### src/rtl/tnoc_axi_write_read_scheduler_pkg.sv
// Shared types for the AXI request-side scheduler: NoC config, flit format,
// stream direction and FSM state encoding.
package tnoc_axi_write_read_scheduler_pkg;

  typedef struct packed {
    int virtual_channels;
    int data_width;
  } tnoc_config_t;

  localparam int FLIT_DATA_WIDTH = 32;

  localparam tnoc_config_t TNOC_DEFAULT_CONFIG = '{virtual_channels: 1, data_width: FLIT_DATA_WIDTH};

  typedef struct packed {
    logic                       head;
    logic                       tail;
    logic [FLIT_DATA_WIDTH-1:0] data;
  } tnoc_flit_t;

  typedef enum logic {
    DIR_WRITE = 1'b0,
    DIR_READ  = 1'b1
  } tnoc_axi_direction;

  typedef logic [1:0] tnoc_axi_scheduler_state;

  localparam tnoc_axi_scheduler_state ST_IDLE  = 2'd0;
  localparam tnoc_axi_scheduler_state ST_WRITE = 2'd1;
  localparam tnoc_axi_scheduler_state ST_READ  = 2'd2;

  function automatic tnoc_axi_direction other_dir(tnoc_axi_direction d);
    return (d == DIR_WRITE) ? DIR_READ : DIR_WRITE;
  endfunction

endpackage

### src/rtl/tnoc_axi_write_read_scheduler_if.sv
// Single-channel flit link: initiator drives valid/flit, target returns ready.
interface tnoc_flit_if;
  import tnoc_axi_write_read_scheduler_pkg::*;

  logic       valid;
  logic       ready;
  tnoc_flit_t flit;

  modport initiator (output valid, output flit, input ready);
  modport target    (input valid, input flit, output ready);

endinterface

### src/rtl/tnoc_axi_write_read_scheduler_counter.sv
// Outstanding-request counter: +1 on issue, -1 on completion, saturates at 0.
module tnoc_outstanding_counter #(
  parameter int MAX = 8,
  localparam int WIDTH = $clog2(MAX + 1)
) (
  input  logic             clk,
  input  logic             rst_n,
  input  logic             inc,
  input  logic             dec,
  output logic [WIDTH-1:0] count,
  output logic             full
);

  always_ff @(posedge clk or negedge rst_n) begin
    if (!rst_n) begin
      count <= '0;
    end else if (inc && !dec && count != WIDTH'(MAX)) begin
      count <= count + WIDTH'(1);
    end else if (dec && !inc && count != '0) begin
      count <= count - WIDTH'(1);
    end
  end

  assign full = (count == WIDTH'(MAX));

  // A completion with nothing outstanding is dropped rather than wrapping.
  always_ff @(posedge clk) begin
    if (rst_n && dec && !inc) begin
      assert (count != '0) else $warning("done pulse with zero outstanding ignored");
    end
  end

endmodule

### src/rtl/tnoc_axi_write_read_scheduler.sv
// Packet-locked weighted round-robin between write and read request flit
// streams onto one local port, with per-direction outstanding limits.
//   state    | meaning
//   ST_IDLE  | no packet locked; head grant is combinational
//   ST_WRITE | write packet locked until its tail is accepted
//   ST_READ  | read packet locked until its tail is accepted
module tnoc_axi_write_read_scheduler
  import tnoc_axi_write_read_scheduler_pkg::*;
#(
  parameter tnoc_config_t CONFIG          = TNOC_DEFAULT_CONFIG,
  parameter int           WRITE_WEIGHT    = 1,
  parameter int           READ_WEIGHT     = 1,
  parameter int           MAX_OUTSTANDING = 8,
  localparam int          CNT_WIDTH       = $clog2(MAX_OUTSTANDING + 1)
) (
  input  logic                 clk,
  input  logic                 rst_n,
  tnoc_flit_if.target          write_flit_if,
  tnoc_flit_if.target          read_flit_if,
  tnoc_flit_if.initiator       flit_out_if,
  input  logic                 i_write_done,
  input  logic                 i_read_done,
  output logic [CNT_WIDTH-1:0] o_write_outstanding,
  output logic [CNT_WIDTH-1:0] o_read_outstanding,
  output logic                 o_busy
);

  tnoc_axi_scheduler_state state, state_next;
  tnoc_axi_direction       turn, issue_dir;
  logic [3:0]              wcnt, wcnt_next, weight;
  logic write_full, read_full, write_eligible, read_eligible;
  logic select_write, select_read, grant_write, grant_read;
  logic accept_write, accept_read, issue_write, issue_read;

  assign write_eligible = write_flit_if.valid && write_flit_if.flit.head && !write_full;
  assign read_eligible  = read_flit_if.valid  && read_flit_if.flit.head  && !read_full;
  assign select_write   = write_eligible && (!read_eligible || turn == DIR_WRITE);
  assign select_read    = read_eligible && !select_write;

  assign grant_write = (state == ST_WRITE) || (state == ST_IDLE && select_write);
  assign grant_read  = (state == ST_READ)  || (state == ST_IDLE && select_read);

  assign flit_out_if.valid = (grant_write && write_flit_if.valid) || (grant_read && read_flit_if.valid);
  assign flit_out_if.flit  = grant_read ? read_flit_if.flit : write_flit_if.flit;
  assign write_flit_if.ready = flit_out_if.ready && grant_write;
  assign read_flit_if.ready  = flit_out_if.ready && grant_read;

  assign accept_write = write_flit_if.valid && write_flit_if.ready;
  assign accept_read  = read_flit_if.valid  && read_flit_if.ready;
  assign issue_write  = accept_write && write_flit_if.flit.head;
  assign issue_read   = accept_read  && read_flit_if.flit.head;

  always_comb begin
    state_next = state;
    case (state)
      ST_IDLE: begin
        if (select_write && !(accept_write && write_flit_if.flit.tail)) state_next = ST_WRITE;
        else if (select_read && !(accept_read && read_flit_if.flit.tail)) state_next = ST_READ;
      end
      ST_WRITE: if (accept_write && write_flit_if.flit.tail) state_next = ST_IDLE;
      ST_READ:  if (accept_read && read_flit_if.flit.tail) state_next = ST_IDLE;
      default:  state_next = ST_IDLE;
    endcase
  end

  // Granting the off-turn direction restarts its quota at one packet.
  assign issue_dir = issue_read ? DIR_READ : DIR_WRITE;
  assign weight    = (issue_dir == DIR_WRITE) ? 4'(WRITE_WEIGHT) : 4'(READ_WEIGHT);
  assign wcnt_next = (issue_dir == turn) ? wcnt + 4'd1 : 4'd1;

  always_ff @(posedge clk or negedge rst_n) begin
    if (!rst_n) begin
      state <= ST_IDLE;
      turn  <= DIR_WRITE;
      wcnt  <= '0;
    end else begin
      state <= state_next;
      if (issue_write || issue_read) begin
        if (wcnt_next >= weight) begin
          turn <= other_dir(issue_dir);
          wcnt <= '0;
        end else begin
          turn <= issue_dir;
          wcnt <= wcnt_next;
        end
      end
    end
  end

  assign o_busy = (state != ST_IDLE);

  tnoc_outstanding_counter #(.MAX(MAX_OUTSTANDING)) u_write_cnt (
    .clk(clk), .rst_n(rst_n), .inc(issue_write), .dec(i_write_done),
    .count(o_write_outstanding), .full(write_full)
  );

  tnoc_outstanding_counter #(.MAX(MAX_OUTSTANDING)) u_read_cnt (
    .clk(clk), .rst_n(rst_n), .inc(issue_read), .dec(i_read_done),
    .count(o_read_outstanding), .full(read_full)
  );

  always_ff @(posedge clk) begin
    if (rst_n) begin
      assert (CONFIG.virtual_channels == 1 && CONFIG.data_width == FLIT_DATA_WIDTH)
        else $error("unsupported NoC configuration");
      assert (!(state == ST_IDLE && write_flit_if.valid && !write_flit_if.flit.head))
        else $error("non-head write flit offered with no packet in progress");
      assert (!(state == ST_IDLE && read_flit_if.valid && !read_flit_if.flit.head))
        else $error("non-head read flit offered with no packet in progress");
    end
  end

endmodule

### src/flat_wrapper.sv
// flat-port wrapper written by rule: the top's interface ports become plain ports
module tnoc_axi_write_read_scheduler_flat import tnoc_axi_write_read_scheduler_pkg::*;
#(
  parameter tnoc_config_t CONFIG          = TNOC_DEFAULT_CONFIG,
  parameter int           WRITE_WEIGHT    = 1,
  parameter int           READ_WEIGHT     = 1,
  parameter int           MAX_OUTSTANDING = 8,
  localparam int          CNT_WIDTH       = $clog2(MAX_OUTSTANDING + 1)
)
  (clk, rst_n, i_write_done, i_read_done, o_write_outstanding, o_read_outstanding, o_busy, write_flit_if_valid, write_flit_if_flit, write_flit_if_ready, read_flit_if_valid, read_flit_if_flit, read_flit_if_ready, flit_out_if_valid, flit_out_if_flit, flit_out_if_ready);
  tnoc_flit_if write_flit_if_i ();
  tnoc_flit_if read_flit_if_i ();
  tnoc_flit_if flit_out_if_i ();
  input  logic clk;
  input  logic rst_n;
  input  logic i_write_done;
  input  logic i_read_done;
  output logic [CNT_WIDTH-1:0] o_write_outstanding;
  output logic [CNT_WIDTH-1:0] o_read_outstanding;
  output logic o_busy;
  input wire logic [$bits(write_flit_if_i.valid)-1:0] write_flit_if_valid;
  input wire logic [$bits(write_flit_if_i.flit)-1:0] write_flit_if_flit;
  output wire logic [$bits(write_flit_if_i.ready)-1:0] write_flit_if_ready;
  input wire logic [$bits(read_flit_if_i.valid)-1:0] read_flit_if_valid;
  input wire logic [$bits(read_flit_if_i.flit)-1:0] read_flit_if_flit;
  output wire logic [$bits(read_flit_if_i.ready)-1:0] read_flit_if_ready;
  output wire logic [$bits(flit_out_if_i.valid)-1:0] flit_out_if_valid;
  output wire logic [$bits(flit_out_if_i.flit)-1:0] flit_out_if_flit;
  input wire logic [$bits(flit_out_if_i.ready)-1:0] flit_out_if_ready;
  assign write_flit_if_i.valid = write_flit_if_valid;
  assign write_flit_if_i.flit = write_flit_if_flit;
  assign write_flit_if_ready = write_flit_if_i.ready;
  assign read_flit_if_i.valid = read_flit_if_valid;
  assign read_flit_if_i.flit = read_flit_if_flit;
  assign read_flit_if_ready = read_flit_if_i.ready;
  assign flit_out_if_valid = flit_out_if_i.valid;
  assign flit_out_if_flit = flit_out_if_i.flit;
  assign flit_out_if_i.ready = flit_out_if_ready;
  tnoc_axi_write_read_scheduler #(.CONFIG(CONFIG), .WRITE_WEIGHT(WRITE_WEIGHT), .READ_WEIGHT(READ_WEIGHT), .MAX_OUTSTANDING(MAX_OUTSTANDING)) u_core (.clk(clk), .rst_n(rst_n), .write_flit_if(write_flit_if_i), .read_flit_if(read_flit_if_i), .flit_out_if(flit_out_if_i), .i_write_done(i_write_done), .i_read_done(i_read_done), .o_write_outstanding(o_write_outstanding), .o_read_outstanding(o_read_outstanding), .o_busy(o_busy));
endmodule
### config.mk
export PLATFORM = sky130hd
export DESIGN_NAME = tnoc_axi_write_read_scheduler_flat
export DESIGN_NICKNAME = d
export VERILOG_FILES = /design/src/rtl/tnoc_axi_write_read_scheduler_pkg.sv /design/src/rtl/tnoc_axi_write_read_scheduler_if.sv /design/src/rtl/tnoc_axi_write_read_scheduler_counter.sv /design/src/rtl/tnoc_axi_write_read_scheduler.sv /design/src/flat_wrapper.sv
export SDC_FILE = /design/constraint.sdc
export NUM_CORES = 1
export LEC_CHECK = 0
export CAP_MARGIN = 20
export CELL_PAD_IN_SITES_DETAIL_PLACEMENT = 0
export CELL_PAD_IN_SITES_GLOBAL_PLACEMENT = 2
export CORE_ASPECT_RATIO = 0.7
export CORE_MARGIN = 10
export CORE_UTILIZATION = 37
export DETAILED_ROUTE_END_ITERATION = 6
export DONT_BUFFER_PORTS = 1
export PLACE_DENSITY = 0.86
export SYNTH_ARGS = -nofsm -noshare
export SYNTH_HDL_FRONTEND = slang
export SYNTH_SLANG_ARGS = --single-unit
### constraint.sdc
create_clock -name clk -period 5.72 [get_ports clk]
set_input_delay 0.572 -clock clk [delete_from_list [all_inputs] [get_ports clk]]
set_output_delay 0.572 -clock clk [all_outputs]
set_load 0.005 [all_outputs]
==> results.md <==
- Run status: finished, final reports clean
- # DRC: 0
- Max-slew headroom at the worst pin: 0.5150
- Post-synthesis mux area share: 0.3553
- Slowest stage cell on the critical path: or4b_4
- Slew @ Worst Pin: slightly above 0.7 ns
- Fraction of final layout cells sized beyond drive strength 1: 0.3939
- Cell accounting for the most synthesized area: mux2_4
- Dominant combinational cell family by area after synthesis: multiplexers
- Number of cells in the design after placement: 177
- Clock tree sinks: 15
- Placed cell areas: approximately 1500 um^2
- Clock period minus worst slack: about 3.3 ns
- Vert. Die Dim: between 70 and 80 um
- Setup slack of the critical path after layout: 2.408 ns
- # hold bufs at CTS: 0
- Clock tree root driver cell: clkbuf_8
- Critical path cell sequence: or4b_4, a211oi_2, nor2_2, nor2_8, mux2_2
- Leading register cell type out of synthesis: dfrtp_1
- Number of failing hold endpoints at the final stage: 0
- Slew Viols, Final: 0
- Std-Cell Rows: 19
- Start-to-end type of the worst setup path: reg2out
- Number of flip-flops and latches in the synthesized netlist: 15
- Async set or reset register ratio after synthesis: 1.000
- Yosys synthesis warning count: 0
- Power density relative to cell area: 478.1 nW/um^2
- Post-detailed-route wirelength per cell: about 27 um
- GRT Residual Overflow: 0
- Worst hold path type: in2reg
- Xor and xnor area share after synthesis: 0.03984
- Post-detailed-route via-to-cell ratio: 5.853
- Global-route wire length before repair: just over 7000 um
- Final setup violation count: 0
- Post-Synthesis Cells: approximately 130
- Max FO, Critical Path: 35
- Remaining antenna violation count: 0
- Most instantiated library cell after synthesis: mux2_4
- Post-synthesis compound-gate area fraction: 0.08862
- Ranking of synthesized cells by instance count: mux2_4, dfrtp_1, mux2_2
- Final standard cell count with taps included and fillers excluded: ~180
- DRT Wirelength: 4977 um
- Required time reported for the critical path endpoint: just over 5 ns
- Maximum number of pins on one net before global-route repair: 36
- Fin Clk Skew: between 0.004 and 0.005 ns
- Number of global-route vias before repair: approximately 1200
- Final worst-path cycle share: 0.5791
- Worst setup EP type: output port
- Setup TNS: 0 ns
- CTS-repair resized insts: 0
- Kind of cell adding the most delay to the critical path: simple AND/OR/NAND/NOR gates
- Syn Area/Cell: about 12 um^2
- Area of the core region: slightly below 4000 um^2
- Detailed placer's ending HPWL: approximately 4300 um
- Drt first-iter violations: 34
- Static Leakage: 0.7062 nW
- Total clock buffers created by CTS: 3
- Worst IR Drop VDD: approximately 190 uV
- Count of different cell masters after synthesis: 44
- Worst-skew pair later-pin latency: around 0.25 ns
- Max capacitance violation total: 0
- Buffer count from post-CTS setup fixing: 0
- Overall Global Routing Usage: 0.1210
- H-tree depth: 1
- Number of buffers inserted by port buffering: 0
- Chip width: 97.09 um
- Nets: between 200 and 250
- I/O pin count: 121
- Share of Yosys cell area claimed by the top area cell type: 0.2829
- Critical path's largest stage delay: roughly 0.58 ns
- Die outline area: 7180 um^2
- Clock tree from TritonCTS: yes
- Setup repair after global routing missed its margin: false
- Dominant cells by area after synthesis: mux2_4, dfrtp_1, mux2_2
- Drt first pass iters: 4
- Antenna violations before repair: 0
- Critical Path Source Type: flip-flop
- Initial core utilization: 0.3876
- Post-synthesis sequential area ratio: 0.2439
- Relative area change from synthesis to final layout: 4.959%
- Post-route standard cell area excluding fillers: ~1600 um^2
- Total number of vias: 1077
- Weighted congestion at the end of routability-driven global placement: approximately 0.72
- Clock slew at the register clock pins of the worst setup and hold paths: approximately 0.060 ns
- Post-synthesis net count: approximately 210
- Simple logic cell fraction of the synthesized area: 0.1585
- Dpl ws: ~2.7 ns
- Number of buffers and inverters on the critical path: 0
- Maximum clock path buffer count: 2
- EDFF count, synth: 0
- Arrival time at the worst endpoint: about 2.7 ns
- Diode insertion count for antenna repair: 0
- Synthesized area: roughly 1500 um^2
- Synth Area in Adders: 0.06667
- Highest clock frequency the design can meet: around 0.3 GHz
## final timing paths
| kind | to | cells after the start | startpoint | slack [ns] |
|---|---|---|---|---|
| hold / removal | u_core.state[0] | 1 | write_flit_if_valid | 0.43 |
| hold reg to reg | u_core.wcnt[2] | 1 | u_core.wcnt[2] | 0.52 |
| setup / recovery | flit_out_if_flit[22] | 5 | u_core.u_write_cnt.count[1] | 2.41 |
| min in group asynchronous | u_core.u_write_cnt.count[0] | 1 | rst_n | 0.53 |
| max in group asynchronous | u_core.state[0] | 1 | rst_n | 4.53 |
| setup reg to reg | u_core.u_write_cnt.count[3] | 8 | u_core.u_read_cnt.count[0] | 2.83 |
## stage by stage
| step | hold WS (ns) | power (mW) | utilization |
|---|---|---|---|
| final | 0.4350 | 0.7723 | 0.4069 |
| after global routing | 0.4419 | 0.8320 | 0.4069 |
| after CTS | 0.004546 | 0.7812 | 0.3993 |
| after detailed placement | 0.2769 | 0.6911 | 0.3876 |
| after global placement | 0.2768 | 0.6703 | 0.3876 |
| after floorplan | 0.2764 | 0.6421 | - |
## cells in the final DEF, fill, tap and decap left out, types with 2 or more instances in the layout
master,Yosys,final
ha_1,5,5
inv_1,2,2
a21oi_1,2,2
xnor2_1,3,3
and2_1,5,5
clkbuf_8,0,3
xor2_1,4,4
dfrtp_1,15,15
nor4b_1,2,2
a21o_1,3,3
dlygate4sd3_1,0,3
nor3_1,5,5
mux2_4,29,29
o21ai_0,2,2
fa_1,2,2
nor2_1,7,7
mux2_2,9,9
nand2_1,3,3
a311oi_1,2,2
## flip-flops by register name, indices dropped and copies added (netlist names)
signal,count
u_core.state,2
u_core.turn,1
u_core.u_read_cnt.count,4
u_core.u_write_cnt.count,4
u_core.wcnt,4
## routing by layer
layer / routed length (um) / part of all wire / global-route usage
met1: 1808 / 0.36 / 0.1276
met2: 2618 / 0.53 / 0.2152
met3: 497 / 0.10 / 0.06105
met4: 53 / 0.011 / 0.02936
met5: 0 / 0 / 0
## where the power goes
part	switching, mW	leakage, nW	internal, mW
Sequential	0.0840	0.188	0.147
Clock	0.0382	0.0255	0.0482
Combinational	0.203	0.493	0.252
## final cells by class
| class | instances | area [um^2] |
|---|---|---|
| Inverter | 2 | 7.507 |
| Clock inverter | 1 | 5.005 |
| Tap cell | 52 | 65.06 |
| Fill cell | 378 | 2355 |
| Timing Repair Buffer | 3 | 30.03 |
| Multi-Input combinational cell | 108 | 1091 |
| Clock buffer | 3 | 41.29 |
| Sequential cell | 15 | 375.4 |
## logic make-up (layout without fill, tap and decap cells)
kind of cell / after synthesis / count (layout)
mux: 39 / 39
simple gates: 37 / 37
compound gates: 18 / 18
flops: 15 / 15
fa+ha+maj: 7 / 7
xor+xnor: 7 / 7
buf+inv: 6 / 9
No activity file was read; power rests on OpenSTA's default activity.
